File: src/rtl/cpu_pkg.sv
// Shared definitions for the 4004-style CPU pipeline.
//   - opcode (OPR nibble) constants used by the fetch and execute decoders
//   - microcycle step constants T0..T7
//   - fetch-stage state encoding (first / second instruction word)
package cpu_pkg;

   // OPR nibble values of the two-word instructions
   localparam logic [3:0] OPR_JCN     = 4'h1;
   localparam logic [3:0] OPR_FIM_SRC = 4'h2;
   localparam logic [3:0] OPR_JUN     = 4'h4;
   localparam logic [3:0] OPR_JMS     = 4'h5;
   localparam logic [3:0] OPR_ISZ     = 4'h7;

   // Microcycle steps
   localparam logic [2:0] T0 = 3'd0;
   localparam logic [2:0] T1 = 3'd1;
   localparam logic [2:0] T2 = 3'd2;
   localparam logic [2:0] T3 = 3'd3;
   localparam logic [2:0] T4 = 3'd4;
   localparam logic [2:0] T5 = 3'd5;
   localparam logic [2:0] T6 = 3'd6;
   localparam logic [2:0] T7 = 3'd7;

   typedef enum logic {
      FETCH_FIRST  = 1'b0,
      FETCH_SECOND = 1'b1
   } fetch_state_t;

endpackage

File: src/rtl/two_word_decode.sv
// Two-word instruction detector.
// Ports:
//   opr     in  4  first-word upper nibble
//   opa     in  4  first-word lower nibble
//   twoWord out 1  instruction occupies two ROM words
// FIM and SRC share OPR 4'h2; opa[0] distinguishes them (0 = FIM, two words).
module two_word_decode
   import cpu_pkg::*;
(
   input  logic [3:0] opr,
   input  logic [3:0] opa,
   output logic       twoWord
);

   always_comb begin
      twoWord = 1'b0;
      case (opr)
         OPR_JCN,
         OPR_JUN,
         OPR_JMS,
         OPR_ISZ:     twoWord = 1'b1;
         OPR_FIM_SRC: twoWord = ~opa[0];
         default:     twoWord = 1'b0;
      endcase
   end

endmodule

File: src/rtl/instruction_fetch.sv
// Fetch stage of the 4004-style CPU.
// Owns the 12-bit program counter, presents it to ROM as three nibbles in
// T0..T2, captures OPR/OPA (or the second-word operand) in T3/T4, and hands a
// complete instruction to execute during T5..T7. The PC advances at T7 by one
// or loads the execute-requested jump target.
// Ports:
//   clk, rst      clock, synchronous active-high reset
//   cycle         microcycle step T0..T7
//   romData       ROM data nibble (sampled T3, T4)
//   jumpValid     PC load request (sampled T7 only)
//   jumpAddr      PC load target
//   romAddr       PC nibble for the current step, 0 outside T0..T2
//   romAddrValid  high in T0..T2
//   pc            program counter
//   opr, opa      first instruction word
//   operand       second instruction word
//   twoWord       latched first word is a two-word opcode
//   wordIndex     0 = fetching first word, 1 = second word
//   instrValid    complete instruction available (T5..T7)
module instruction_fetch
   import cpu_pkg::*;
(
   input  logic        clk,
   input  logic        rst,
   input  logic [2:0]  cycle,
   input  logic [3:0]  romData,
   input  logic        jumpValid,
   input  logic [11:0] jumpAddr,
   output logic [3:0]  romAddr,
   output logic        romAddrValid,
   output logic [11:0] pc,
   output logic [3:0]  opr,
   output logic [3:0]  opa,
   output logic [7:0]  operand,
   output logic        twoWord,
   output logic        wordIndex,
   output logic        instrValid
);

   fetch_state_t state, state_next;
   logic [11:0]  pc_next;
   logic [11:0]  pc_inc;

   two_word_decode u_decode (
      .opr     (opr),
      .opa     (opa),
      .twoWord (twoWord)
   );

   // State register
   always_ff @(posedge clk) begin
      if (rst) state <= FETCH_FIRST;
      else     state <= state_next;
   end

   // Next state: the only transitions happen at the microcycle boundary
   always_comb begin
      state_next = state;
      if (cycle == T7) begin
         case (state)
            FETCH_FIRST:  if (twoWord) state_next = FETCH_SECOND;
            FETCH_SECOND: state_next = FETCH_FIRST;
            default:      state_next = FETCH_FIRST;
         endcase
      end
   end

   // PC update; 12-bit arithmetic wraps naturally
   assign pc_inc = pc + 12'd1;

   always_comb begin
      pc_next = pc;
      if (cycle == T7) begin
         // Between the two words of one instruction the jump request is ignored
         if (state == FETCH_FIRST && twoWord) pc_next = pc_inc;
         else if (jumpValid)                  pc_next = jumpAddr;
         else                                 pc_next = pc_inc;
      end
   end

   // Datapath registers
   always_ff @(posedge clk) begin
      if (rst) begin
         pc      <= '0;
         opr     <= '0;
         opa     <= '0;
         operand <= '0;
      end else begin
         pc <= pc_next;
         if (state == FETCH_FIRST) begin
            if (cycle == T3) opr <= romData;
            if (cycle == T4) opa <= romData;
         end else begin
            if (cycle == T3) operand[7:4] <= romData;
            if (cycle == T4) operand[3:0] <= romData;
         end
      end
   end

   // ROM address nibbles, purely cycle-derived selection
   always_comb begin
      romAddr      = 4'h0;
      romAddrValid = 1'b0;
      case (cycle)
         T0: begin romAddr = pc[3:0];  romAddrValid = 1'b1; end
         T1: begin romAddr = pc[7:4];  romAddrValid = 1'b1; end
         T2: begin romAddr = pc[11:8]; romAddrValid = 1'b1; end
         default: begin romAddr = 4'h0; romAddrValid = 1'b0; end
      endcase
   end

   assign wordIndex  = (state == FETCH_SECOND);
   assign instrValid = (cycle >= T5) && (state == FETCH_SECOND || !twoWord);

endmodule

File: config.mk
export PLATFORM = sky130hd
export DESIGN_NAME = instruction_fetch
export DESIGN_NICKNAME = d
export VERILOG_FILES = /design/src/rtl/cpu_pkg.sv /design/src/rtl/two_word_decode.sv /design/src/rtl/instruction_fetch.sv
export SDC_FILE = /design/constraint.sdc
export NUM_CORES = 1
export LEC_CHECK = 0
export CAP_MARGIN = 20
export CORE_ASPECT_RATIO = 0.7
export CORE_UTILIZATION = 41
export DETAILED_ROUTE_END_ITERATION = 8
export GPL_TIMING_DRIVEN = 1
export PLACE_DENSITY_LB_ADDON = 0.3
export SYNTH_ARGS = -nofsm -noshare
export SYNTH_HDL_FRONTEND = slang
export SYNTH_SLANG_ARGS = --single-unit
File: constraint.sdc
create_clock -name clk -period 1.4 [get_ports clk]
set_clock_uncertainty 0.2 [all_clocks]
set_input_delay 0.28 -clock clk [delete_from_list [all_inputs] [get_ports clk]]
set_output_delay 0.28 -clock clk [all_outputs]
set_load 0.02 [all_outputs]
==> results of run 1 <==
==> metrics by stage <==
stage,setup slack (ps),area (µm²)
2_1_floorplan,-212,1880
3_3_place_gp,-954,2900
3_5_place_dp,-952,2900
4_1_cts,-483,3080
5_1_grt,-686,3260
6_report,-628,3260
==> report_power, final <==
part	switching [µW]	total (µW)	leakage (µW)	internal (µW)
Clock	322	723	0.0000455	400
Combinational	313	666	0.00104	352
Sequential	32.9	877	0.000246	845
==> cell families after synthesis <==
family / after synthesis / synth area share [%]
muxes: 20 / 11.4
DFF: 29 / 33.0
buffers and inverters: 21 / 7.05
AOI/OAI and AO/OA: 50 / 21.2
adders and majority gates: 1 / 0.712
and+or+nand+nor: 95 / 26.6
==> cells in the final DEF, fill, tap and decap left out, drive strengths merged, types with 2 or more instances in the layout <==
cell,n
a21oi,6
a31oi,11
buf,101
clkbuf,16
clkdlybuf4s15,4
clkdlybuf4s50,18
dfxtp,29
inv,3
mux2i,20
nand2,25
nand3,5
nand4,2
nand4b,2
nor2,32
nor2b,3
nor3,6
nor4,5
nor4b,2
o211ai,5
o21a,2
o21ai,5
o221ai,3
o22ai,4
o31a,5
o32a,2
or3,6
==> per-layer routing <==
metal	wire [µm]	track usage, %	vias up	share of wire (%)
li1	-	-	1044	-
met1	3230	43.1	1075	44
met2	3200	39.4	145	44
met3	693	4.55	24	9.5
met4	204	8.42	0	2.8
met5	0	0	-	0
==> worst max-delay path, cell delays in order, from the launching register on <==
cell	delay, ps
dfxtp_4	370
buf_6	100
buf_6	90
inv_4	30
o41ai_4	410
buf_12	180
buf_8	110
o221ai_1	160
a31oi_1	270
==> registers in the layout, indices dropped and copies added (netlist names) <==
name and cells:
opr 4, operand 8, opa 4, wordIndex 1
pc 12
==> area by class of cell <==
type / instances / area (µm²)
repair buffers: 131 / 1260
multi-input cells: 166 / 1200
fillers: 224 / 756
flip-flops and latches: 29 / 626
clock buffers: 8 / 90.1
well taps: 52 / 65.1
inverters: 3 / 13.8
==> cell usage after synthesis (2+ instances only) <==
library cell,count,share of area (%)
nor2_1,32,6.8
o211ai_1,5,2.1
buf_6,2,1.3
inv_1,2,0.43
nor4_1,5,1.8
nor4b_2,2,1.7
o32a_1,2,1.1
dfxtp_1,29,33
nor2b_1,3,1.1
a21oi_1,6,1.7
buf_2,8,2.3
o22ai_1,4,1.4
nand4b_1,2,1.0
nor3_1,6,1.7
clkbuf_1,6,1.3
o221ai_1,3,1.5
o21a_1,2,0.85
o31a_1,5,2.5
mux2i_1,20,11
o21ai_1,3,0.85
a31oi_1,11,3.9
nand4_1,2,0.71
or3_1,6,2.1
nand2_1,25,5.3
nand3_1,5,1.4
==> worst max path at each step <==
stage / from / end / slack (ps) / cells after the start
after global placement: cycle[0] / romAddr[1] / -950 / 7
after floorplan: opr[2]$_SDFFE_PP0P_ / pc[6]$_SDFFE_PP0N_ / -210 / 5
after CTS: opr[0]$_SDFFE_PP0P_ / twoWord / -480 / 5
after detailed placement: cycle[0] / romAddr[1] / -950 / 7
final: opr[0]$_SDFFE_PP0P_ / pc[11]$_SDFFE_PP0N_ / -630 / 8
after global routing: opr[0]$_SDFFE_PP0P_ / pc[11]$_SDFFE_PP0N_ / -690 / 8
==> repair_timing <==
item | CTS | global route
pin swaps | 17 | 18
setup endpoints to repair | 65 | 57
gates resized for setup | 185 | 51
setup buffers | 0 | 6
cloned | 2 | 2
==> flow_summary.json, run 1 <==
{
  "first_iter_violations": 238,
  "post_drt_wl_per_cell_um": 18.8,
  "firstDrtPassIters": 5,
  "clk_pin_slew_ps": 60,
  "reg2reg_setup_slack_ps": -630,
  "grt_antenna_before_repair": 0,
  "start_util_pct": 43.7,
  "synth-main-ff-cell": "dfxtp_1",
  "rr_startpoint": "opr[0]$_SDFFE_PP0P_",
  "async_flop_share_pct": 0,
  "finalPower_uw": 2270,
  "postRouteAntennaNets": 0,
  "layout.nets": 359,
  "grt.overflow.total": 0,
  "worst_slack_ps": -628,
  "synth_seq_cells": 29,
  "violations": "negative setup slack",
  "setup_viol": 33,
  "die_h_um": 56.8,
  "fp.coreArea_mm2": 0.00402,
  "remaining_drc_errors": 0,
  "status": "finished with violations",
  "max-cap-violations": 0,
  "dp_hpwl_um": 4160,
  "leakage_uw": 0.00133,
  "grt_pass1_wl_um": 9680,
  "cts_tree": "yes",
  "fp.dieW_um": 80.2,
  "vias": 2288,
  "hp-class": "reg2reg",
  "hold-path-cell-count": 2,
  "maxSlewViolCount": 0,
  "start_kind": "flip-flop",
  "yosysSeqAreaShare_pct": 33.0,
  "port_buffers": 57,
  "worstPathRequired_ps": 1370,
  "slew_headroom_pct": 77.4,
  "syn_nets": 239,
  "fmax_ghz": 0.493,
  "clk_latency_ps": 280,
  "critPathArrivalTime_ps": 2000,
  "layout-area-overhead-vs-synth_pct": 85.7,
  "placedCellCount": 371,
  "rr_worst_depth": 8,
  "antennaDiodeCount": 0,
  "clock_path_buffers": 2,
  "vias_per_cell": 5.88,
  "dieArea_mm2": 0.00455,
  "cts-root-buf": "clkbuf_8",
  "min_period_over_period_pct": 145,
  "htree_levels": 2,
  "cts_inserted_buffers": 5,
  "fin_cells": 389,
  "worstMarginPinSlew_ps": 337,
  "syn-cell-area_mm2": 0.00176,
  "grtUsageTotal_pct": 28.1,
  "yosys_warnings": 0,
  "power.density_mw_per_mm2": 695,
  "rsz0062_at_grt": "yes",
  "routed_wl_um": 7330,
  "cts.sinks": 29,
  "vdd_ir_drop_max_uv": 493,
  "utilization_pct": 81.2,
  "tns_ps": -8920,
  "gp_congestion": 0.822,
  "ys_types": 45,
  "cts_hold_buf": 0,
  "path_max_fanout": 11,
  "synth_edf_count": 0,
  "endpoint_kind": "flip-flop",
  "fin_crit_ps": 2030,
  "synthCells": 216,
  "post_route_cells_drive_above_1_share_pct": 49.9,
  "crit_type": "reg2reg",
  "grt_pass1_vias": 1975,
  "ios": 58,
  "min_to": "operand[4]$_SDFFE_PP0P_",
  "rr_endpoint": "pc[11]$_SDFFE_PP0N_",
  "fin_hold_ws_ps": 301,
  "grt_max_degree": 24,
  "min-delay-start": "operand[4]$_SDFFE_PP0P_",
  "rows": 19,
  "avgSynthCellArea_um2": 8.13,
  "hold_viol": 0
}
No activity file was read; power rests on OpenSTA's default activity.
==> run 2: changes to the inputs <==
--- a/config.mk
+++ b/config.mk
@@ -7,10 +7,11 @@
 export LEC_CHECK = 0
 export CAP_MARGIN = 20
 export CORE_ASPECT_RATIO = 0.7
-export CORE_UTILIZATION = 41
+export CORE_UTILIZATION = 40
 export DETAILED_ROUTE_END_ITERATION = 8
 export GPL_TIMING_DRIVEN = 1
 export PLACE_DENSITY_LB_ADDON = 0.3
 export SYNTH_ARGS = -nofsm -noshare
 export SYNTH_HDL_FRONTEND = slang
+export SYNTH_HIERARCHICAL = 1
 export SYNTH_SLANG_ARGS = --single-unit
==> flow_summary.json, run 2 <==
{
  "slew_headroom_pct": 67.7,
  "critPathTopFamily": "simple AND/OR/NAND/NOR gates",
  "p_seq_share_pct": 39.1,
  "placedCellCount": 335,
  "yosysSeqAreaShare_pct": 35.1,
  "first_iter_violations": 206,
  "dp_hpwl_um": 4050,
  "utilization_pct": 77.0,
  "avgSynthCellArea_um2": 8.65,
  "syn-cell-area_mm2": 0.00165,
  "clk_pin_slew_ps": 60,
  "swShare_pct": 29.2,
  "grt_pass1_vias": 1879,
  "yosys_warnings": 6,
  "nFillCells": 262,
  "grt.overflow.total": 0,
  "start_util_pct": 41.9,
  "fmax_ghz": 0.445,
  "worst_slack_ps": -846,
  "maxSlewViolCount": 0,
  "path_cells": "or4b_4 -> a31oi_4 -> nor2b_4 -> nor2_2 -> buf_6",
  "clk_latency_ps": 280,
  "crit_buf_inv": 1,
  "critPathArrivalTime_ps": 1770,
  "start_kind": "flip-flop",
  "routed_wl_um": 6880,
  "cts-root-buf": "clkbuf_8",
  "postRouteAntennaNets": 0,
  "antennaDiodeCount": 0,
  "fin_cells": 357,
  "yosysMostFrequentCell": "nor2_1",
  "largest_register": "pc",
  "setup_viol": 34,
  "worstPathRequired_ps": 920,
  "tns_ps": -12980,
  "largest_register_ffs": 12,
  "slowest_delay_ps": 550,
  "leakage_uw": 0.00125,
  "layout.nets": 327,
  "synth.area.top_cells": "dfxtp_1 35%, mux2i_1 13%, nor2_1 7.0%",
  "synth_edf_count": 0,
  "rows": 19,
  "cp_slowest_cell": "or4b_4",
  "gp_congestion": 0.927,
  "worstMarginPinSlew_ps": 479,
  "switchingPower_uw": 644,
  "synth_common_cells": "31 x nor2_1, 29 x dfxtp_1, 22 x mux2i_1",
  "p_int_uw": 1560,
  "ys_types": 42,
  "post-synth-top-area-fraction_pct": 35.1,
  "vias_per_cell": 5.80,
  "synth_seq_cells": 29,
  "power.density_mw_per_mm2": 724,
  "vias": 2071,
  "synth-main-ff-cell": "dfxtp_1",
  "hp-class": "reg2reg",
  "remaining_drc_errors": 0,
  "yosysTopAreaCell": "dfxtp_1",
  "grt_antenna_before_repair": 0,
  "rsz0062_at_grt": "yes",
  "fin_crit_ps": 2250,
  "cts.sinks": 29,
  "grt_pass1_wl_um": 9270,
  "grt_max_degree": 13,
  "clkPwrFrac_pct": 32.9,
  "die_h_um": 55.8,
  "post_drt_wl_per_cell_um": 19.3,
  "port_buffers": 57,
  "firstDrtPassIters": 4,
  "layout_common_cells": "56 x buf_4, 26 x nor2_1, 25 x buf_6",
  "syn_nets": 214,
  "reg_top3": "pc (12), operand (8)",
  "grtUsageTotal_pct": 28.1,
  "async_flop_share_pct": 0,
  "combPwrFrac_pct": 28.0,
  "reg2reg_setup_slack_ps": -840,
  "post_route_cells_drive_above_1_share_pct": 56.1,
  "dieArea_mm2": 0.00440,
  "violations": "negative setup slack",
  "layout-area-overhead-vs-synth_pct": 83.9,
  "path_max_fanout": 2,
  "status": "finished with violations",
  "hold_viol": 0,
  "fp.dieW_um": 78.8,
  "endpoint_kind": "primary output",
  "fp.coreArea_mm2": 0.00395,
  "htree_levels": 2,
  "vdd_ir_drop_max_uv": 614,
  "cts_tree": "yes",
  "clock_path_buffers": 2,
  "min_period_over_period_pct": 160,
  "synthCells": 191,
  "cts_inserted_buffers": 5,
  "ios": 58,
  "max-cap-violations": 0,
  "layout.cells.most_common": "buf_4",
  "crit_type": "reg2out"
}
-- run 2: worst paths after layout --
| check | start | endpoint | depth (start not counted) |
|---|---|---|---|
| worst max-delay path | opa[0]$_SDFFE_PP0P_ | instrValid | 5 |
| worst min-delay path | operand[5]$_SDFFE_PP0P_ | operand[5]$_SDFFE_PP0P_ | 2 |
| worst min register to register | operand[5]$_SDFFE_PP0P_ | operand[5]$_SDFFE_PP0P_ | 2 |
| worst max register to register | opa[0]$_SDFFE_PP0P_ | pc[11]$_SDFFE_PP0N_ | 8 |
-- run 2: area by class of cell --
type | count | area [µm²] | area share [%]
sequential | 29 | 607 | 20.0
timing repair buffer | 121 | 1090 | 35.9
inverter | 3 | 11.3 | 0.371
tap | 52 | 65.1 | 2.14
multi-input combinational | 144 | 1180 | 38.7
clock buffer | 8 | 90.1 | 2.96
-- run 2: routing by layer --
metal	global-route usage, %	share of wire [%]
met1	41.0	43
met2	41.5	45
met3	5.74	8.7
met4	8.83	2.3
met5	0	0
-- run 2: repair_timing --
action / CTS / global route
cloned: 1 / 1
setup buffers: 10 / 6
setup endpoints to repair: 65 / 52
hold buffers: 0 / 0
pin swaps: 6 / 12
gates resized for setup: 174 / 68
-- run 2: power groups by stage --
stage | clock network (µW) | registers, µW | logic (µW)
final | 725 | 861 | 616
after global routing | 762 | 863 | 643
after CTS | 723 | 859 | 503
after detailed placement | 0 | 876 | 479
after global placement | 0 | 876 | 474
after floorplan | 0 | 909 | 208
-- run 2: worst reg2reg max path, delay by kind of cell, from the launching register on --
kind / cells / cell delay (ps)
AND/OR/NAND/NOR: 2 / 670
AO/OA/AOI/OAI: 3 / 530
flip-flops: 1 / 340
buffers and inverters: 2 / 300
multiplexers: 1 / 130
-- run 2: logic make-up (layout without fill, tap and decap cells) --
| family | after synthesis | in the layout | share of synthesized area, % |
|---|---|---|---|
| AND/OR/NAND/NOR | 69 | 70 | 22.2 |
| AO/OA/AOI/OAI | 51 | 51 | 21.7 |
| flip-flops | 29 | 29 | 35.1 |
| multiplexers | 22 | 22 | 13.3 |
| buffers and inverters | 19 | 132 | 6.96 |
| adder cells (fa/ha/maj) | 1 | 1 | 0.757 |
-- run 2: per-stage QoR --
step / total power (µW) / setup WS, ps / area [µm²] / hold slack, ps
finish: 2200 / -846 / 3040 / 297
global route: 2270 / -918 / 3040 / 334
CTS: 2090 / -800 / 2790 / 304
detailed placement: 1350 / -989 / 2660 / 287
global placement: 1350 / -961 / 2660 / 276
floorplan: 1120 / -845 / 1730 / 224
==> run 3: changes to the inputs <==
--- a/config.mk
+++ b/config.mk
@@ -5,6 +5,7 @@
 export SDC_FILE = /design/constraint.sdc
 export NUM_CORES = 1
 export LEC_CHECK = 0
+export ABC_AREA = 1
 export CAP_MARGIN = 20
 export CORE_ASPECT_RATIO = 0.7
 export CORE_UTILIZATION = 40
==> flow_summary.json, run 3 <==
{
  "status": "finished with violations",
  "violations": "negative setup slack",
  "synth_compound_area_share_pct": 19.4,
  "layout-area-overhead-vs-synth_pct": 91.3,
  "synthXorXnorAreaFrac_pct": 0,
  "combPwrFrac_pct": 29.0,
  "reg2reg_setup_slack_ps": -470,
  "synth_edf_count": 0,
  "firstDrtPassIters": 6,
  "gp_congestion": 0.855,
  "avgSynthCellArea_um2": 6.39,
  "place_area_mm2": 0.00254,
  "yosys.area_share.adder_pct": 0.802,
  "fmax_ghz": 0.534,
  "grt_pass1_wl_um": 9640,
  "cts_inserted_buffers": 5,
  "postRouteAntennaNets": 0,
  "synth_seq_cells": 29,
  "grt_antenna_before_repair": 0,
  "reg_top3": "pc (12), operand (8)",
  "finalPower_uw": 2350,
  "ys_types": 21,
  "dieArea_mm2": 0.00416,
  "worstPathRequired_ps": 1420,
  "syn-cell-area_mm2": 0.00156,
  "place_worst_setup_slack_ps": -1020,
  "switchingPower_uw": 723,
  "min-delay-start": "operand[1]$_SDFFE_PP0P_",
  "vias": 2254,
  "cts_tree": "yes",
  "synth_top_family_by_area": "simple AND/OR/NAND/NOR gates",
  "synth_common_cells": "55 x nand2_1, 29 x a21oi_1, 29 x dfxtp_1, 29 x inv_1, 29 x nor2_1",
  "layout.cells.most_common": "buf_4",
  "vdd_ir_drop_max_uv": 570,
  "nFillCells": 229,
  "rr_endpoint": "pc[8]$_SDFFE_PP0N_",
  "yosys_warnings": 6,
  "hold_viol": 0,
  "synthMuxAreaShare_pct": 0,
  "first_iter_violations": 230,
  "start_util_pct": 43.0,
  "clock_path_buffers": 2,
  "path_max_fanout": 8,
  "fin_crit_ps": 1870,
  "grt.overflow.total": 0,
  "clk_latency_ps": 290,
  "p_seq_share_pct": 37.3,
  "yosysSeqAreaShare_pct": 37.2,
  "ios": 58,
  "tns_ps": -5610,
  "cts.sinks": 29,
  "cp-startpoint": "opr[0]$_SDFFE_PP0P_",
  "leakage_uw": 0.00130,
  "setup_viol": 20,
  "synth.area.top_cells": "dfxtp_1 37%, nand2_1 13%, a21oi_1 9.3%",
  "start_kind": "flip-flop",
  "port_buffers": 57,
  "rr_worst_depth": 13,
  "fp.dieW_um": 76.6,
  "p_int_uw": 1630,
  "layout_common_cells": "46 x buf_4, 43 x nand2_1, 29 x buf_6",
  "dp_hpwl_um": 3670,
  "async_flop_share_pct": 0,
  "post_drt_wl_per_cell_um": 16.5,
  "stdcell_area_mm2": 0.00299,
  "largest_register": "pc",
  "max-cap-violations": 0,
  "grt_max_degree": 19,
  "fp.coreArea_mm2": 0.00363,
  "clk_pin_slew_ps": 70,
  "worst_slack_ps": -474,
  "critPathArrivalTime_ps": 1890,
  "maxSlewViolCount": 0,
  "routed_wl_um": 6720,
  "synth-main-ff-cell": "dfxtp_1",
  "synthCells": 244,
  "regArea_um2": 607,
  "remaining_drc_errors": 0,
  "largest_register_ffs": 12,
  "cts_hold_buf": 0,
  "synth_simple_gate_area_share_pct": 32.6,
  "placedCellCount": 386,
  "multi_input_area_mm2": 0.00110,
  "fin_cells": 407,
  "swShare_pct": 30.7,
  "min_to": "operand[1]$_SDFFE_PP0P_",
  "endpoint_kind": "flip-flop",
  "layout.nets": 379,
  "rows": 18,
  "vias_per_cell": 5.54,
  "syn_nets": 267,
  "grtUsageTotal_pct": 31.1,
  "yosysTopAreaCell": "dfxtp_1",
  "grt_pass1_vias": 1990,
  "hold-path-cell-count": 2,
  "antennaDiodeCount": 0,
  "post-synth-top-area-fraction_pct": 37.2,
  "min_period_over_period_pct": 134,
  "htree_levels": 2,
  "power.density_mw_per_mm2": 787,
  "die_h_um": 54.3,
  "cts-root-buf": "clkbuf_8",
  "slew_headroom_pct": 72.1,
  "hp-class": "reg2reg",
  "rsz0062_at_grt": "yes",
  "yosysMostFrequentCell": "nand2_1",
  "crit_type": "reg2reg",
  "rr_startpoint": "opr[0]$_SDFFE_PP0P_",
  "clkPwrFrac_pct": 33.7,
  "worstMarginPinSlew_ps": 417,
  "post_route_cells_drive_above_1_share_pct": 50.7
}
-- run 3: cell types whose count changed in the layout (fill, tap and decap cells not counted), moves of 6 or more --
cell / change
a21oi_1: +15
buf_4: -10
inv_1: +16
inv_2: +7
mux2i_1: -22
nand2_1: +34
nand2_2: +11
nand3_2: +9
nor2_1: -6
nor2_4: +8
o21ai_0: +11
-- run 3: worst max path at each step --
stage                                     to  slack, ps  cells after the start
after CTS                         instrValid       -410                      9
final                     pc[8]$_SDFFE_PP0N_       -470                     13
after global placement            romAddr[0]      -1010                      5
after global routing      pc[8]$_SDFFE_PP0N_       -560                     12
after floorplan           pc[9]$_SDFFE_PP0N_       -300                     13
after detailed placement          romAddr[0]      -1020                      5
-- run 3: power groups by stage --
stage	clock network, µW	logic [µW]	registers, µW
after floorplan	0	207	932
after global placement	0	492	890
after detailed placement	0	495	891
after CTS	783	598	874
after global routing	831	722	880
final	792	681	877
-- run 3: per-layer routing --
metal | track usage (%) | wire length, µm | share of wire [%] | up-vias
met4 | 14.4 | 225 | 3.4 | 0
met1 | 39.1 | 2790 | 41 | 1054
met3 | 7.33 | 561 | 8.4 | 28
li1 | - | - | - | 1028
met5 | 0 | 0 | 0 | -
met2 | 52.3 | 3140 | 47 | 144
-- run 3: final cells by class --
| type | instances | share of cell area, % |
|---|---|---|
| multi-input cells | 178 | 36.7 |
| repair buffers | 111 | 32.9 |
| flip-flops and latches | 29 | 20.3 |
| inverters | 31 | 4.53 |
| clock buffers | 7 | 3.23 |
| well taps | 50 | 2.10 |
| clock inverters | 1 | 0.168 |
-- run 3: logic make-up after synthesis --
kind of cell / Yosys count
fa+ha+maj: 1
flops: 29
compound gates: 58
simple gates: 118
buf+inv: 38
-- run 3: critical path: stages, from the launching register on --
cell,delay (ps)
dfxtp_4,350
inv_4,50
nand2_2,40
nand2_2,70
nor2_4,40
nor2_4,150
nand2_4,70
buf_6,140
nand2_8,130
buf_6,130
nor2_1,50
o21ai_1,150
nand2_1,90
nor2_1,130
-- run 3: through the flow --
stage | utilization, % | hold slack, ps
6_report | 82.3 | 241
5_1_grt | 82.3 | 275
4_1_cts | 78.5 | 247
3_5_place_dp | 70.0 | 239
3_3_place_gp | 70.0 | 235
2_1_floorplan | - | 159
-- run 3: what timing repair did --
| action | 4_1_cts | 5_1_grt |
|---|---|---|
| gates cloned | 1 | 0 |
| gates resized for setup | 219 | 64 |
| endpoints found under the setup margin | 65 | 51 |
| pin swaps | 23 | 23 |
| buffers inserted | 7 | 6 |
